===== src/rtl/instr_fetch_queue.sv =====
// Instruction prefetch FIFO: buffers raw words from instruction memory
// and presents the oldest one split into opcode and address fields.
module instr_fetch_queue #(
    parameter int OPCODE_W = 3,
    parameter int ADDR_W   = 5,
    parameter int DEPTH    = 4,
    localparam int INS_W   = OPCODE_W + ADDR_W,
    localparam int PTR_W   = $clog2(DEPTH),
    localparam int CNT_W   = PTR_W + 1
) (
    input  logic                clock,
    input  logic                reset,
    input  logic                flush,
    input  logic                in_valid,
    input  logic [INS_W-1:0]    in_ins,
    output logic                in_ready,
    output logic                out_valid,
    input  logic                out_ready,
    output logic [OPCODE_W-1:0] opcode_out,
    output logic [ADDR_W-1:0]   address_out,
    output logic [CNT_W-1:0]    count
);

    logic [INS_W-1:0] mem_q [DEPTH];
    logic [PTR_W-1:0] wr_ptr_q, wr_ptr_d;
    logic [PTR_W-1:0] rd_ptr_q, rd_ptr_d;
    logic [CNT_W-1:0] count_q, count_d;
    logic             push, pop;
    logic [INS_W-1:0] head;

    assign in_ready  = (count_q != CNT_W'(DEPTH));
    assign out_valid = (count_q != '0);
    assign push      = in_valid && in_ready;
    assign pop       = out_valid && out_ready;
    assign count     = count_q;

    assign head        = mem_q[rd_ptr_q];
    assign opcode_out  = out_valid ? head[INS_W-1:ADDR_W] : '0;
    assign address_out = out_valid ? head[ADDR_W-1:0] : '0;

    always_comb begin
        wr_ptr_d = wr_ptr_q;
        rd_ptr_d = rd_ptr_q;
        count_d  = count_q;
        if (flush) begin
            wr_ptr_d = '0;
            rd_ptr_d = '0;
            count_d  = '0;
        end else begin
            // DEPTH is a power of two, so pointer overflow is the wrap
            if (push) wr_ptr_d = wr_ptr_q + PTR_W'(1);
            if (pop)  rd_ptr_d = rd_ptr_q + PTR_W'(1);
            if (push && !pop)      count_d = count_q + CNT_W'(1);
            else if (pop && !push) count_d = count_q - CNT_W'(1);
        end
    end

    always_ff @(posedge clock or posedge reset) begin
        if (reset) begin
            wr_ptr_q <= '0;
            rd_ptr_q <= '0;
            count_q  <= '0;
        end else begin
            wr_ptr_q <= wr_ptr_d;
            rd_ptr_q <= rd_ptr_d;
            count_q  <= count_d;
        end
    end

    always_ff @(posedge clock) begin
        if (push && !flush) mem_q[wr_ptr_q] <= in_ins;
    end

endmodule


===== config.mk =====
export PLATFORM = sky130hd
export DESIGN_NAME = instr_fetch_queue
export DESIGN_NICKNAME = d
export VERILOG_FILES = /design/src/rtl/instr_fetch_queue.sv
export SDC_FILE = /design/constraint.sdc
export NUM_CORES = 1
export LEC_CHECK = 0
export ABC_AREA = 1
export CORE_UTILIZATION = 50
export DETAILED_ROUTE_END_ITERATION = 10
export PLACE_DENSITY = 0.84
export SLEW_MARGIN = 40
export SYNTH_ARGS = -nofsm -noshare
export SYNTH_HDL_FRONTEND = slang
export SYNTH_SLANG_ARGS = --single-unit

===== constraint.sdc =====
create_clock -name clock -period 2.08 [get_ports clock]
set_input_delay 0.312 -clock clock [delete_from_list [all_inputs] [get_ports clock]]
set_output_delay 0.312 -clock clock [all_outputs]
set_load 0.02 [all_outputs]

==> reports/qor.csv <==
stage,metric,value,unit
timing,Relative slew margins,80.8,%
floorplan,Starting Density,52.6,%
outcome,status,completed,
power_and_ir_drop,Gate power share,48.0,%
clocking,Worst-path clk slew,0.12,ns
global_route,largest net degree at the start of global routing,18,
clocking,CTS Sinks,39,
yosys,top post-synthesis cells by area,"edfxtp_1, dfrtp_1, nor2_1, o21ai_0, nand2_4",
finish,most frequent cells in the layout,"nor2_1, edfxtp_1, o21ai_0, clkdlybuf4s50_1, buf_4",
detailed_routing,DRT iter0 DRCs,68,
yosys,"area leader, netlist",edfxtp_1,
finish,nets,219,
finish,"commonest non-fill, non-tap cell in the layout",nor2_1,
setup_path,CP Launch Type,flip-flop,
setup_path,Setup crit end kind,output port,
yosys,area of the mapped netlist,1780,µm²
floorplan,Die ar.,3810,µm²
flow_run,Max-cap violations,0,
timing,Fin. Hold Viols,0,
clocking,CTS tree,done,
timing,final setup fails,0,
timing,final worst setup slack,0.101,ns
timing,skew final,0.0125,ns
clocking,H-tree depth,2,
detailed_routing,vias,1251,
yosys,"Net Count, Synth",176,
setup_path,crit-path max FO,4,
detailed_routing,DR vias/cell,5.04,
floorplan,IO Pins,26,
yosys,"Seq/Total Area, Yosys",63.7,%
placement,setup slack at placement,-0.0558,ns
detailed_routing,routed len/inst,14.4,µm
global_route,vias in the first global route,1180,
power_and_ir_drop,clock group share of total power,14.1,%
clocking,clk root buf,clkbuf_4,
detailed_routing,ANT nets after route,0,
timing,slew of the pin with the lowest slew margin,0.287,ns
power_and_ir_drop,Net Sw Frac,41.7,%
yosys,share of the synthesized area in the top cell type,53.9,%
finish,Area growth syn-to-layout,23.4,%
timing,fin crit share,95.1,%
clocking,worst skew pair latency,0.35,ns
setup_path,Worst path depth,3,
detailed_routing,drt first pass iters,6,
hold_path,min-delay worst type,input pin to asynchronous set/reset pin,
setup_path,CP Buf/Inv Count,1,
power_and_ir_drop,P per Cell Area,1180,nW/µm²
setup_path,Crit Path Category,flip-flop to output port,
timing,fmax,505,MHz
floorplan,Die X,61.7,µm
detailed_routing,final wirelength,3580,µm
yosys,Gate Count Post-Synth,158,
placement,number of buffers added on ports,25,
power_and_ir_drop,leak pwr,0.879,nW
global_route,gr usage total,21.1,%
setup_path,cell family with most CP delay,buffers and inverters,
setup_path,"Req. time, crit path",1.77,ns
clocking,cts-stage hold buffer count,0,
timing,fin crit period,1.98,ns
power_and_ir_drop,Worst VDD drop,0.487,mV
clocking,worst-case clock buffer depth,2,
placement,routability cong.,0.813,
yosys,Synth cell types,25,
setup_path,worst reg-to-reg path cell count,11,
setup_path,crit path DAT,1.67,ns
timing,RSZ-0062 raised after global routing,false,
yosys,"FF+latch count, synth",39,
power_and_ir_drop,Net Sw Power,1.09,mW
yosys,syn_area_per_cell,11.3,µm²
power_and_ir_drop,Pint,1.52,mW
setup_path,slowest library cell on the worst path,clkdlybuf4s50_1,
power_and_ir_drop,Reg power frac,37.8,%
global_route,gr ovfl total,0,
finish,Non-Filler Instances,248,
clocking,CTS Buf Count,5,
floorplan,Core Box Area,3390,µm²
placement,placed cell count,237,
floorplan,Rows,21,
setup_path,CP Cell Sequence,"nor2_4, nand2_4, clkdlybuf4s50_1",
detailed_routing,Post-route DRC,0,
finish,n_diodes,0,
finish,layout cells sized above 1,23.8,%
placement,DP HPWL,2520,µm
floorplan,Die Y,61.7,µm
timing,count of final max-slew check failures,0,
yosys,Synthesis Warnings,0,
global_route,initial antenna violation count,0,
global_route,global-route wire length before repair,5400,µm
setup_path,Crit path largest cell delay,0.55,ns
==> cells by family after synthesis <==
kind of cell | count (synthesis) | synth area share (%)
and+or+nand+nor | 60 | 16.8
xor gates and xnor gates | 2 | 0.982
adders and majority gates | 5 | 3.93
buffers and inverters | 22 | 5.12
DFF | 39 | 63.7
AOI/OAI and AO/OA | 30 | 9.47
==> metal layers <==
metal | up-vias | track usage (%) | wire (µm)
met1 | 607 | 23.6 | 1490
li1 | 619 | - | -
met2 | 17 | 37.2 | 1920
met3 | 8 | 6.42 | 102
met5 | - | 0 | 0
met4 | 0 | 9.21 | 73
==> registers in the layout, summed over array words and instances (netlist names) <==
signal,count
count,3
wr_ptr_q,2
rd_ptr_q,2
mem_q,32
==> stage by stage <==
stage                     TNS [ns]  utilization (%)  hold slack, ns  cell area (µm²)  total power [mW]
final                            0             64.9           0.180             2200              2.61
after global placement           0             63.7           0.564             2160              2.23
after floorplan                  0                -           0.115             1780              1.79
after detailed placement    -0.254             63.7           0.576             2160              2.29
after global routing             0             64.9           0.191             2200              2.79
after CTS                        0             65.7           0.183             2230              2.64
==> power by group through the flow <==
stage | logic (mW) | registers, mW | clock network, mW
after floorplan | 0.765 | 1.03 | 0
after global placement | 1.21 | 1.02 | 0
after detailed placement | 1.26 | 1.03 | 0
after CTS | 1.28 | 0.985 | 0.378
after global routing | 1.38 | 0.994 | 0.419
final | 1.25 | 0.987 | 0.369
==> timing repair <==
action | CTS | global route
cloned | 0 | 0
setup buffers | 3 | 0
resized for setup | 12 | 17
endpoints found under the setup margin | 8 | 9
==> cells in the mapped netlist, drive strengths merged <==
master and n:
buf 3, xor2 1, dfrtp 7, o21ai 21
inv 16, a21oi 9, clkbuf 1, nand4 3
edfxtp 32, fa 1, nand2 13, nand3 4
ha 4, xnor2 1, nor2 40, clkinv 2
==> cell type report <==
cell class | count | area, µm²
repair buffers | 40 | 323
fillers | 253 | 1190
inverters | 18 | 75.1
clock inverters | 1 | 5.00
well taps | 46 | 57.6
clock buffers | 7 | 45.0
flip-flops and latches | 39 | 1140
multi-input cells | 97 | 557
==> path summary, 6_finish.rpt <==
check	start	endpoint	slack, ns
setup / recovery	count[1]	out_valid	0.10
hold / removal	reset	rd_ptr_q[1]	0.18
setup reg to reg	count[1]	count[2]	0.24
hold reg to reg	count[0]	count[0]	0.57
max in group asynchronous	reset	count[0]	1.66
min in group clock	flush	rd_ptr_q[1]	0.55
No activity file was read; power rests on OpenSTA's default activity.
